### src/rtl/vga_raster_gen_if.sv
// Signal bundle between the raster generator (master) and the framebuffer/pixel stage (slave).
// Carries the frame counter only when VGA_RASTER_FRAME_CNT_EN is defined.
interface vga_raster_gen_if;
   logic       cli;
   logic [5:0] x_hi;
   logic [4:0] x_lo;
   logic [4:0] y_hi;
   logic [5:0] y_lo;
   logic       hsync;
   logic       vsync;
   logic       blank;
   logic       interrupt;
`ifdef VGA_RASTER_FRAME_CNT_EN
   logic [7:0] frame;

   modport master (
      input  cli,
      output x_hi, x_lo, y_hi, y_lo, hsync, vsync, blank, interrupt, frame
   );
   modport slave (
      output cli,
      input  x_hi, x_lo, y_hi, y_lo, hsync, vsync, blank, interrupt, frame
   );
`else
   modport master (
      input  cli,
      output x_hi, x_lo, y_hi, y_lo, hsync, vsync, blank, interrupt
   );
   modport slave (
      output cli,
      input  x_hi, x_lo, y_hi, y_lo, hsync, vsync, blank, interrupt
   );
`endif
endinterface

### src/rtl/vga_raster_gen.sv
// Raster timing generator: 32-pixel columns / 48-line rows, sync, blank and frame interrupt.
// Defining VGA_RASTER_FRAME_CNT_EN adds an 8-bit frame counter output.
module vga_raster_gen #(
   parameter int H_ACTIVE = 1024,
   parameter int V_ACTIVE = 768,
   parameter int H_FP     = 24,
   parameter int H_SYNC   = 136,
   parameter int H_BP     = 160,
   parameter int V_FP     = 3,
   parameter int V_SYNC   = 6,
   parameter int V_BP     = 29
) (
   input logic             clk,
   input logic             rst,
   vga_raster_gen_if.master bus
);

   localparam int HT       = H_ACTIVE + H_FP + H_SYNC + H_BP;
   localparam int VT       = V_ACTIVE + V_FP + V_SYNC + V_BP;
   localparam int HS_START = H_ACTIVE + H_FP;
   localparam int HS_END   = HS_START + H_SYNC;
   localparam int VS_START = V_ACTIVE + V_FP;
   localparam int VS_END   = VS_START + V_SYNC;

   // Every threshold is pre-split into (column,pixel) / (row,line) so no x or y is ever formed
   localparam logic [5:0] XL_HI = 6'((HT - 1) / 32);
   localparam logic [4:0] XL_LO = 5'((HT - 1) % 32);
   localparam logic [5:0] XA_HI = 6'(H_ACTIVE / 32);
   localparam logic [4:0] XA_LO = 5'(H_ACTIVE % 32);
   localparam logic [5:0] XS_HI = 6'(HS_START / 32);
   localparam logic [4:0] XS_LO = 5'(HS_START % 32);
   localparam logic [5:0] XE_HI = 6'(HS_END / 32);
   localparam logic [4:0] XE_LO = 5'(HS_END % 32);
   localparam logic [4:0] YL_HI = 5'((VT - 1) / 48);
   localparam logic [5:0] YL_LO = 6'((VT - 1) % 48);
   localparam logic [4:0] YA_HI = 5'(V_ACTIVE / 48);
   localparam logic [5:0] YA_LO = 6'(V_ACTIVE % 48);
   localparam logic [4:0] YP_HI = 5'((V_ACTIVE - 1) / 48);
   localparam logic [5:0] YP_LO = 6'((V_ACTIVE - 1) % 48);
   localparam logic [4:0] YS_HI = 5'(VS_START / 48);
   localparam logic [5:0] YS_LO = 6'(VS_START % 48);
   localparam logic [4:0] YE_HI = 5'(VS_END / 48);
   localparam logic [5:0] YE_LO = 6'(VS_END % 48);

   function automatic logic geX(input logic [5:0] hi, input logic [4:0] lo,
                                input logic [5:0] cHi, input logic [4:0] cLo);
      return (hi > cHi) || ((hi == cHi) && (lo >= cLo));
   endfunction

   function automatic logic geY(input logic [4:0] hi, input logic [5:0] lo,
                                input logic [4:0] cHi, input logic [5:0] cLo);
      return (hi > cHi) || ((hi == cHi) && (lo >= cLo));
   endfunction

   logic [5:0] xHi_q, xHi_d;
   logic [4:0] xLo_q, xLo_d;
   logic [4:0] yHi_q, yHi_d;
   logic [5:0] yLo_q, yLo_d;
   logic       intr_q, intr_d;
   logic       xLast, yLast, setEv;

   assign xLast = (xHi_q == XL_HI) && (xLo_q == XL_LO);
   assign yLast = (yHi_q == YL_HI) && (yLo_q == YL_LO);
   // Next edge moves the raster onto (0, V_ACTIVE): the first blanked line
   assign setEv = xLast && (yHi_q == YP_HI) && (yLo_q == YP_LO);

   always_comb begin
      xHi_d = xHi_q;
      xLo_d = xLo_q + 5'd1;
      yHi_d = yHi_q;
      yLo_d = yLo_q;
      if (xLast) begin
         xHi_d = '0;
         xLo_d = '0;
         if (yLast) begin
            yHi_d = '0;
            yLo_d = '0;
         end else if (yLo_q == 6'd47) begin
            yHi_d = yHi_q + 5'd1;
            yLo_d = '0;
         end else begin
            yLo_d = yLo_q + 6'd1;
         end
      end else if (xLo_q == 5'd31) begin
         xHi_d = xHi_q + 6'd1;
         xLo_d = '0;
      end
   end

   // A set in the same cycle as cli must win so a frame edge is never lost
   assign intr_d = setEv ? 1'b1 : (bus.cli ? 1'b0 : intr_q);

   always_ff @(posedge clk or posedge rst) begin
      if (rst) begin
         xHi_q  <= '0;
         xLo_q  <= '0;
         yHi_q  <= '0;
         yLo_q  <= '0;
         intr_q <= 1'b0;
      end else begin
         xHi_q  <= xHi_d;
         xLo_q  <= xLo_d;
         yHi_q  <= yHi_d;
         yLo_q  <= yLo_d;
         intr_q <= intr_d;
      end
   end

`ifdef VGA_RASTER_FRAME_CNT_EN
   logic [7:0] frame_q, frame_d;

   assign frame_d = setEv ? frame_q + 8'd1 : frame_q;

   always_ff @(posedge clk or posedge rst) begin
      if (rst) frame_q <= '0;
      else     frame_q <= frame_d;
   end

   assign bus.frame = frame_q;
`endif

   assign bus.x_hi      = xHi_q;
   assign bus.x_lo      = xLo_q;
   assign bus.y_hi      = yHi_q;
   assign bus.y_lo      = yLo_q;
   assign bus.blank     = geX(xHi_q, xLo_q, XA_HI, XA_LO) | geY(yHi_q, yLo_q, YA_HI, YA_LO);
   assign bus.hsync     = !(geX(xHi_q, xLo_q, XS_HI, XS_LO) && !geX(xHi_q, xLo_q, XE_HI, XE_LO));
   assign bus.vsync     = !(geY(yHi_q, yLo_q, YS_HI, YS_LO) && !geY(yHi_q, yLo_q, YE_HI, YE_LO));
   assign bus.interrupt = intr_q;

endmodule
### src/flat_wrapper.sv
// flat-port wrapper written by rule: the top's interface ports become plain ports
module vga_raster_gen_flat 
#(
   parameter int H_ACTIVE = 1024,
   parameter int V_ACTIVE = 768,
   parameter int H_FP     = 24,
   parameter int H_SYNC   = 136,
   parameter int H_BP     = 160,
   parameter int V_FP     = 3,
   parameter int V_SYNC   = 6,
   parameter int V_BP     = 29
)
  (clk, rst, bus_cli, bus_x_hi, bus_x_lo, bus_y_hi, bus_y_lo, bus_hsync, bus_vsync, bus_blank, bus_interrupt);
  vga_raster_gen_if bus_i ();
  input logic clk;
  input logic rst;
  input wire logic [$bits(bus_i.cli)-1:0] bus_cli;
  output wire logic [$bits(bus_i.x_hi)-1:0] bus_x_hi;
  output wire logic [$bits(bus_i.x_lo)-1:0] bus_x_lo;
  output wire logic [$bits(bus_i.y_hi)-1:0] bus_y_hi;
  output wire logic [$bits(bus_i.y_lo)-1:0] bus_y_lo;
  output wire logic [$bits(bus_i.hsync)-1:0] bus_hsync;
  output wire logic [$bits(bus_i.vsync)-1:0] bus_vsync;
  output wire logic [$bits(bus_i.blank)-1:0] bus_blank;
  output wire logic [$bits(bus_i.interrupt)-1:0] bus_interrupt;
  assign bus_i.cli = bus_cli;
  assign bus_x_hi = bus_i.x_hi;
  assign bus_x_lo = bus_i.x_lo;
  assign bus_y_hi = bus_i.y_hi;
  assign bus_y_lo = bus_i.y_lo;
  assign bus_hsync = bus_i.hsync;
  assign bus_vsync = bus_i.vsync;
  assign bus_blank = bus_i.blank;
  assign bus_interrupt = bus_i.interrupt;
  vga_raster_gen #(.H_ACTIVE(H_ACTIVE), .V_ACTIVE(V_ACTIVE), .H_FP(H_FP), .H_SYNC(H_SYNC), .H_BP(H_BP), .V_FP(V_FP), .V_SYNC(V_SYNC), .V_BP(V_BP)) u_core (.clk(clk), .rst(rst), .bus(bus_i));
endmodule
### config.mk
export PLATFORM = sky130hd
export DESIGN_NAME = vga_raster_gen_flat
export DESIGN_NICKNAME = d
export VERILOG_FILES = /design/src/rtl/vga_raster_gen_if.sv /design/src/rtl/vga_raster_gen.sv /design/src/flat_wrapper.sv
export SDC_FILE = /design/constraint.sdc
export NUM_CORES = 1
export LEC_CHECK = 0
export ABC_AREA = 1
export BUFFER_PORTS_ARGS = -buffer_cell sky130_fd_sc_hd__buf_4
export CAP_MARGIN = 20
export CORE_ASPECT_RATIO = 1.25
export CORE_MARGIN = 1.5
export CORE_UTILIZATION = 54
export CTS_CLUSTER_SIZE = 20
export DETAILED_ROUTE_END_ITERATION = 8
export PLACE_DENSITY = 0.8
export SLEW_MARGIN = 20
export SYNTH_ARGS = -nofsm -noshare
export SYNTH_HDL_FRONTEND = slang
export SYNTH_SLANG_ARGS = --single-unit
export TNS_END_PERCENT = 20
### constraint.sdc
create_clock -name clk -period 2.1 [get_ports clk]
set_input_delay 0 -clock clk [delete_from_list [all_inputs] [get_ports clk]]
set_output_delay 0 -clock clk [all_outputs]
set_load 0.01 [all_outputs]
==> run metrics, run 1 <==
status finished clean; most common cell after layout, fill and taps aside nand2_1; most frequent cells in the layout nand2_1 (32), buf_4 (28), inv_1 (23), dfrtp_1 (23), nor2_1 (19); Seq pwr share 0.665; Logic pwr share 0.022; Worst Setup End Kind flip-flop; Tmin final 1.871 ns; row cnt 20; Core Box Area 2452 sq um; Root Driver clkbuf_4; global route overflow 0; Layout area overhead 20.09%; share of cells above drive strength 1 0.2475; CTS Buffer Depth 2; worst hold-check path type primary input to flip-flop; clk_lat worst skew 0.31 ns; syn avg cell area 8.243 sq um; Layout Skew 0.004011 ns; initial drt markers 26; register area share after synthesis 0.4107; vias per cell 5.145; top-area cell type share of the netlist area 0.4107; synthesized cell area 1401 sq um; Netlist cell types 27; setup TNS 0 ns; # diodes 0; total clock sinks 23; Setup CP Type flip-flop to flip-flop; total power 666.1 uW; final wirelength 2.787 mm; first-pass GRT wire length 4.850 mm; effective utilization at floorplan 0.5714; Static Leak 0.0009199 uW; post-route setup slack 0.2291 ns; TritonCTS Buffers 3; largest net degree at the start of global routing 24; Setup Slack @ Placement 0.1121 ns; Synth Warn # 0; wire per inst 11.86 um; vias in the first global route 1145; Worst-Margin Slew 0.8711 ns; RSZ-0062 raised after global routing false; Sw Ratio 0.2165; CP max FO 15; Psw 144.2 uW; FMAX 0.5345 GHz; HP Start bus_cli; Clock transition at path regs 0.12 ns; IO Count 29; relative slew slack 0.4186; r2r startpoint u_core.bus.x_lo[0]; routability-driven placement congestion ratio 0.9242; Critical path origin u_core.bus.x_lo[0]; #FFs+latches synth 23; Slew Limit Fails 0; synth top area cells dfrtp_1 (41%), ha_1 (12%), nand2_1 (8.6%), nand3_1 (6.4%), inv_1 (6.2%); vias 1209; PwrDens 395.8 nW/um^2; Port-buffer cells 28; Die H 59.96 um; crit path DAT 2.07 ns; Fin. Hold Viols 0; Post-CTS Setup Repair Bufs 0; Layout Nets 219; Clock Power Share 0.314; CTS tree built; Routed Antenna Nets 0; drc violations 0; asr flop ratio synth 1.000; initial antenna violation count 0; nature of the critical path startpoint flip-flop; die width 48.57 um; Post-synth EDFFs 0; syn nets 186; Peak VDD IR 0.3820 mV; htree depth 1; Max Cap Violations 0; DRT Pass-1 Iters 4; hpwl dp 2.142 mm; required time of the critical path 2.30 ns; die area 2912 sq um; Int Power 521.9 uW; Total GRT Usage 0.2197; cell taking the most area after synthesis dfrtp_1; top_reg_cell synth dfrtp_1; Setup violations, final 0; Synth Instances 170; Tcrit/Tclk final 0.8909
registers in the layout, indices dropped and copies added, names as in the netlist:
signal	cells
u_core.bus.interrupt	1
u_core.bus.y_lo	6
u_core.bus.y_hi	5
u_core.bus.x_lo	5
u_core.bus.x_hi	6
through the flow:
step | hold WS (ns) | instance area (sq um) | cells | util
3_3_place_gp | 0.1658 | 1634 | 229 | 0.6663
4_1_cts | 0.3636 | 1680 | 235 | 0.6852
6_report | 0.3803 | 1683 | 235 | 0.6862
2_1_floorplan | 0.001924 | 1401 | 170 | -
5_1_grt | 0.3835 | 1683 | 235 | 0.6862
3_5_place_dp | 0.1703 | 1634 | 229 | 0.6663
final cells by class:
cell class / count / area, sq um
sequential: 23 / 575.6
fill: 220 / 769.5
inverter: 28 / 106.4
multi-input combinational: 117 / 703.2
timing repair buffer: 30 / 230.2
clock buffer: 4 / 26.28
tap: 33 / 41.29
power groups by stage:
stage	combinational [uW]	sequential [uW]	clock, uW
floorplan	6.60	451	0
global placement	12.0	451	0
detailed placement	12.2	451	0
CTS	15.0	443	215
global route	17.0	443	228
finish	14.4	443	209
synthesized netlist by cell type (2+ instances only):
master / instances
a21oi_1: 5
dfrtp_1: 23
ha_1: 13
inv_1: 23
inv_2: 4
nand2_1: 32
nand2_2: 2
nand3_1: 18
nand4_1: 3
nor2_1: 19
nor2_2: 2
nor3_1: 2
o21ai_0: 7
o21ai_1: 2
or2_2: 2
xor2_1: 2
critical path, stage by stage (launching register included):
cell and delay, ns:
dfrtp_1 0.43, ha_1 0.21, nand2_1 0.06, nor2_1 0.10, ha_2 0.28, nand3_4 0.11, nor2_8 0.22, inv_1 0.16
nand3_1 0.09, o21ai_0 0.09
per-layer routing:
layer,up-vias,global-route usage,part of all wire,routed length (um)
met2,25,0.4147,0.51,1423
met3,5,0.03000,0.028,79
met5,-,0,0,0
met4,0,0.1020,0.020,55
met1,570,0.2492,0.44,1229
li1,609,-,-,-
worst paths after layout:
path                                              to  slack [ns]  depth (start not counted)
worst max register to register    u_core.bus.x_hi[1]        0.23                          9
worst min-delay path            u_core.bus.interrupt        0.38                          3
worst min register to register    u_core.bus.x_lo[0]        0.54                          1
max in group asynchronous         u_core.bus.x_lo[3]        1.15                          3
min in group asynchronous         u_core.bus.x_hi[5]        0.42                          3
worst max-delay path              u_core.bus.x_hi[1]        0.23                          9
kinds of logic after synthesis:
logic type               after synthesis  synth area share
AND/OR/NAND/NOR                       86            0.3089
AO/OA/AOI/OAI                         16           0.06250
XOR/XNOR                               2           0.01250
flip-flops                            23            0.4107
buffers and inverters                 30           0.08928
adder cells (fa/ha/maj)               13            0.1161
what timing repair did:
item	in CTS	in global routing
hold buffers	2	0
setup endpoints to repair	0	13
endpoints found under the hold margin	24	0
resized for setup	0	1
Note: power is estimated with default switching activity, not from simulation.
==> run 2, diff against run 1 <==
CELL_PAD_IN_SITES_DETAIL_PLACEMENT = 1   (was default)
CELL_PAD_IN_SITES_GLOBAL_PLACEMENT = 1   (was default)
CORE_UTILIZATION = 39   (was 54)
PLACE_DENSITY = 0.78   (was 0.8)
==> run metrics, run 2 (synthesis results as in run 1) <==
Slew Limit Fails 0 (unchanged); Die H 70.02 um (+17%); Max Cap Violations 0 (unchanged); first-pass GRT wire length 5.906 mm (+22%); GRT busiest layer met2; total clock sinks 23 (unchanged); Root Driver clkbuf_8; Layout Utilization 0.4949 (-0.1913); largest net degree at the start of global routing 24 (unchanged); routability-driven placement congestion ratio 0.8222 (-11%); required time of the critical path 2.24 ns (-0.06 ns); routing usage on met3 0.02222 (-0.007778); Post-CTS Setup Repair Bufs 0 (unchanged); GR Util met1 0.2281 (-0.02106); Layout area overhead 21.96%; r2r startpoint u_core.bus.x_lo[0]; vias per cell 5.120 (-0.47%); crit path DAT 2.05 ns (-0.02 ns); Critical path origin u_core.bus.x_lo[0]; Peak VDD IR 0.3124 mV (-18%); HP Start bus_cli; effective utilization at floorplan 0.4058 (-0.1656); RSZ-0062 raised after global routing false; CP max FO 15 (unchanged); drc violations 0 (unchanged); PwrDens 430.7 nW/um^2 (+8.8%); wire per inst 13.90 um (+17%); Core Box Area 3453 sq um (+41%); Worst Hold Endpoint u_core.bus.interrupt; # diodes 0 (unchanged); setup TNS 0 ns (unchanged); Clock transition at path regs 0.08 ns (-0.04 ns); Port-buffer cells 28 (unchanged); most frequent cells in the layout nand2_1 (32), buf_4 (28), inv_1 (23), dfrtp_1 (23), nor2_1 (19); DRT Pass-1 Iters 4 (unchanged); row cnt 24 (+20%); grt met2 use 0.3346 (-0.08006); final wirelength 3.351 mm (+20%); Worst R2R Path Depth 9 (unchanged); share of cells above drive strength 1 0.2475 (unchanged); Routed Antenna Nets 0 (unchanged); die width 56.62 um (+17%); Fin. Hold Viols 0 (unchanged); Layout Skew 0.002931 ns (-0.001080 ns); relative slew slack 0.3990 (-0.01957); Tmin final 1.904 ns (+0.03331 ns); Total GRT Usage 0.1860 (-0.03369); clk_lat worst skew 0.26 ns (-0.05 ns); hpwl dp 2.652 mm (+24%); htree depth 1 (unchanged); worst hold slack 0.4267 ns (+0.04636 ns); initial drt markers 23 (-12%); global route overflow 0 (unchanged); most common cell after layout, fill and taps aside nand2_1; status finished clean; hold path depth 3 (unchanged); nature of the critical path startpoint flip-flop; CTS Buffer Depth 2 (unchanged); CTS tree built; die area 3964 sq um (+36%); Setup CP Type flip-flop to flip-flop; Static Leak 0.0009277 uW (+0.84%); worst hold-check path type primary input to flip-flop; TritonCTS Buffers 3 (unchanged); IO Count 29 (unchanged); initial antenna violation count 0 (unchanged); FMAX 0.5252 GHz (-1.7%); Setup violations, final 0 (unchanged); Tcrit/Tclk final 0.9068 (+0.01586); Worst R2R Setup Slack 0.20 ns (-0.03 ns); r2r endpoint u_core.bus.x_hi[1]; vias 1234 (+2.1%); vias in the first global route 1298 (+13%); Worst Setup End Kind flip-flop; Worst-Margin Slew 0.9005 ns (+0.02932 ns); Layout Nets 219 (unchanged)
==> run 2: worst max-delay path by stage <==
stage                    endpoint  slack [ns]  cells after the start
6_report       u_core.bus.x_hi[1]        0.20                      9
5_1_grt        u_core.bus.x_hi[0]        0.03                      9
4_1_cts        u_core.bus.x_hi[1]        0.07                      9
3_5_place_dp   u_core.bus.x_hi[1]        0.10                      9
3_3_place_gp   u_core.bus.x_hi[1]        0.21                      9
2_1_floorplan  u_core.bus.y_hi[0]        0.39                     11
==> run 2: routing by layer <==
metal  wire length [um]  vias to the layer above
met5                  0                        -
met4                 36                        0
met3                100                        4
met2               1810                       20
met1               1403                      610
li1                   -                      600
==> run 2: area by class of cell <==
cell class                      instances  area (sq um)
Clock buffer                            4         45.04
Fill cell                             443          1744
Tap cell                               39         48.80
Timing Repair Buffer                   30         230.2
Inverter                               28         106.4
Sequential cell                        23         575.6
Multi-Input combinational cell        117         703.2
==> run 2: timing repair <==
action                                  4_1_cts  5_1_grt
endpoints found under the hold margin        24        0
hold buffers                                  2        0
resized for setup                             0        1
endpoints found under the setup margin        0       13
==> run 2: critical path, cell delays in order (launching register included) <==
cell     delay [ns]
dfrtp_1        0.42
ha_1           0.21
nand2_1        0.07
nor2_1         0.10
ha_2           0.29
nand3_4        0.12
nor2_8         0.25
inv_1          0.16
nand3_1        0.09
o21ai_0        0.08
==> run 2: where the power goes <==
part / total (uW) / internal [uW] / switching, uW / leakage, uW
Clock: 279 / 136 / 144 / 0.0000228
Combinational: 14.6 / 4.83 / 9.76 / 0.000598
Sequential: 442 / 442 / 0.0000000000000515 / 0.000307
==> run 2: stage by stage <==
| stage | instance area (sq um) | worst slack (ns) | std cells | power [uW] |
|---|---|---|---|---|
| 2_1_floorplan | 1401 | 0.3869 | 170 | 457.9 |
| 3_3_place_gp | 1642 | 0.2145 | 235 | 463.6 |
| 3_5_place_dp | 1642 | 0.1034 | 235 | 463.8 |
| 4_1_cts | 1707 | 0.06963 | 241 | 746.3 |
| 5_1_grt | 1709 | 0.02839 | 241 | 771.0 |
| 6_report | 1709 | 0.1958 | 241 | 736.2 |
==> run 3, diff against run 2 <==
ABC_AREA = 0   (was 1)
CORE_UTILIZATION = 41   (was 39)
PLACE_DENSITY = 0.8   (was 0.78)
==> run metrics, run 3 <==
status finished clean; worst hold-check path type primary input to async pin; effective utilization at floorplan 0.4269 (+0.02108); initial drt markers 16 (-30%); IO Count 29 (unchanged); Layout Skew 0.01213 ns (+0.009198 ns); top_reg_cell synth dfrtp_1; Tcrit/Tclk final 0.9387 (+0.03197); Max Cap Violations 0 (unchanged); Peak VDD IR 0.3217 mV (+3.0%); vias 1116 (-9.6%); vias per cell 5.239 (+2.3%); met2 WL 1.772 mm (-2.1%); Root Driver clkbuf_8; final wirelength 3.275 mm (-2.3%); Layout Nets 193 (-12%); nature of the critical path startpoint flip-flop; drc violations 0 (unchanged); wire per inst 15.38 um (+11%); Routed Antenna Nets 0 (unchanged); Psw 157.4 uW (+2.6%); Int Power 579.7 uW (-0.53%); cell taking the most area after synthesis dfrtp_1; Synth Warn # 0 (unchanged); crit path DAT 2.14 ns (+0.09 ns); Crit path largest cell delay 0.40 ns (-0.02 ns); Fin. Hold Viols 0 (unchanged); Slew Limit Fails 0 (unchanged); #FFs+latches synth 23 (unchanged); Tmin final 1.971 ns (+0.06714 ns); Total GRT Usage 0.1938 (+0.007787); post-route setup slack 0.1286 ns (-0.06714 ns); worst hold slack 0.4900 ns (+0.06333 ns); vias in the first global route 1133 (-13%); Layout area overhead 28.70%; Setup CP Type flip-flop to flip-flop; asr flop ratio synth 1.000 (unchanged); Die H 67.19 um (-4.0%); Worst-Margin Slew 0.9227 ns (+0.02220 ns); Port-buffer cells 28 (unchanged); die width 54.35 um (-4.0%); PwrDens 423.8 nW/um^2 (-1.6%); relative slew slack 0.3842 (-0.01482); total clock sinks 23 (unchanged); top post-synthesis cells by count dfrtp_1 (23), nor2_1 (15), inv_1 (14), ha_1 (13), nand2_1 (13); Logic pwr share 0.020 (about the same); worst path cell trace ha_2, and3_1, ha_4, nand4b_4, nor4_4, buf_4, nand2_1, o21ai_0; CP max-delay cell nor4_4; required time of the critical path 2.27 ns (+0.03 ns); Synth Instances 136 (-20%); Worst Setup End Kind flip-flop; CTS tree built; hpwl dp 2.505 mm (-5.5%); TritonCTS Buffers 3 (unchanged); largest net degree at the start of global routing 24 (unchanged); Buf+Inv Stages, Crit Path 1 (unchanged); Top Family by Delay on Critical Path simple AND/OR/NAND/NOR gates; routability-driven placement congestion ratio 0.8214 (about the same); CP max FO 6 (-9); Post-synth EDFFs 0 (unchanged); most common cell after layout, fill and taps aside buf_4; die area 3652 sq um (-7.9%); Setup Slack @ Placement 0.03793 ns (-0.06552 ns); row cnt 23 (-4.2%); CTS Buffer Depth 2 (unchanged); syn avg cell area 9.936 sq um (+21%); syn nets 152 (-18%); top-area cell type share of the netlist area 0.4259 (+0.01521); Netlist cell types 32 (+19%); Static Leak 0.0008130 uW (-12%); Seq pwr share 0.600 (about the same); htree depth 1 (unchanged); metal3 WL 117 um (+17%); clk_lat worst skew 0.27 ns (about the same); Clock transition at path regs 0.09 ns (about the same); DRT Pass-1 Iters 4 (unchanged); FMAX 0.5073 GHz (-3.4%); global route overflow 0 (unchanged); first-pass GRT wire length 5.161 mm (-13%); synth top area cells dfrtp_1 (43%), ha_1 (12%), xnor2_1 (4.5%), nor2_1 (4.2%), inv_1 (3.9%); Core Box Area 3166 sq um (-8.3%); top-count cell post-synth dfrtp_1; most frequent cells in the layout buf_4 (35), dfrtp_1 (23), nor2_1 (15), inv_1 (14), nand2_1 (13); top layer in use met4; Met1 Wirelength 1.341 mm (-4.4%); Sw Ratio 0.2135 (+0.005152); share of cells above drive strength 1 0.2841 (+0.03657); Setup violations, final 0 (unchanged); register area share after synthesis 0.4259 (+0.01521); initial antenna violation count 0 (unchanged); synthesized cell area 1351 sq um (-3.6%); Clock Power Share 0.380 (about the same); # diodes 0 (unchanged)
==> run 3: power by group through the flow <==
stage                     Combinational, uW  Clock [uW]  Sequential (uW)
after detailed placement               12.4           0              451
after global placement                 11.7           0              451
after floorplan                        6.60           0              451
final                                  14.6         280              442
after CTS                              15.2         286              442
after global routing                   16.7         307              443
==> run 3: layout make-up <==
type | count | area [sq um]
fillers | 382 | 1426
multi-input cells | 98 | 735.7
flip-flops and latches | 23 | 575.6
repair buffers | 37 | 282.8
inverters | 14 | 52.55
well taps | 37 | 46.29
clock buffers | 3 | 41.29
clock inverters | 1 | 5.005
==> run 3: timing repair <==
item                                   in CTS  in global routing
hold buffers                                2                  0
resized for setup                           0                  4
setup buffers                               0                  1
setup endpoints to repair                   0                  9
endpoints found under the hold margin      24                  0
==> run 3: tightest hold or removal path, cell delays in order <==
cell	delay, ns
dlygate4sd3_1	0.54
buf_4	0.13
inv_1	0.66
==> run 3: kinds of logic (layout without fill, tap and decap cells) <==
kind of cell / Yosys count / in the layout / synth area share
AOI/OAI and AO/OA: 15 / 15 / 0.07685
xor gates and xnor gates: 10 / 10 / 0.06482
adders and majority gates: 13 / 13 / 0.1204
and+or+nand+nor: 57 / 57 / 0.2444
buffers and inverters: 15 / 55 / 0.04445
DFF: 23 / 23 / 0.4259
muxes: 3 / 3 / 0.02315
==> run 3: metrics by stage <==
step                      power (uW)  cells  utilization  area, sq um  setup TNS, ns
final                          737.1    213       0.5494         1739              0
after global routing           766.6    213       0.5494         1739       -0.02994
after CTS                      743.7    212       0.5407         1712              0
after detailed placement       463.6    206       0.5198         1645              0
after global placement         463.0    206       0.5198         1645              0
after floorplan                457.9    136            -         1351              0
==> run 3: path summary, 6_finish.rpt <==
check	start	end	slack, ns	cells past startpoint
max in group asynchronous	rst	u_core.bus.y_hi[1]	1.04	3
worst max register to register	u_core.bus.x_lo[1]	u_core.bus.interrupt	0.13	8
worst max-delay path	u_core.bus.x_lo[1]	u_core.bus.interrupt	0.13	8
worst min register to register	u_core.bus.x_hi[4]	u_core.bus.x_hi[4]	0.55	1
worst min-delay path	rst	u_core.bus.x_hi[1]	0.49	3
min in group clk	bus_cli	u_core.bus.interrupt	0.49	3
==> run 3: layer usage <==
layer | up-vias | GRT usage
li1 | 539 | -
met1 | 550 | 0.2272
met2 | 23 | 0.3509
met3 | 4 | 0.02876
met4 | 0 | 0.06250
met5 | - | 0
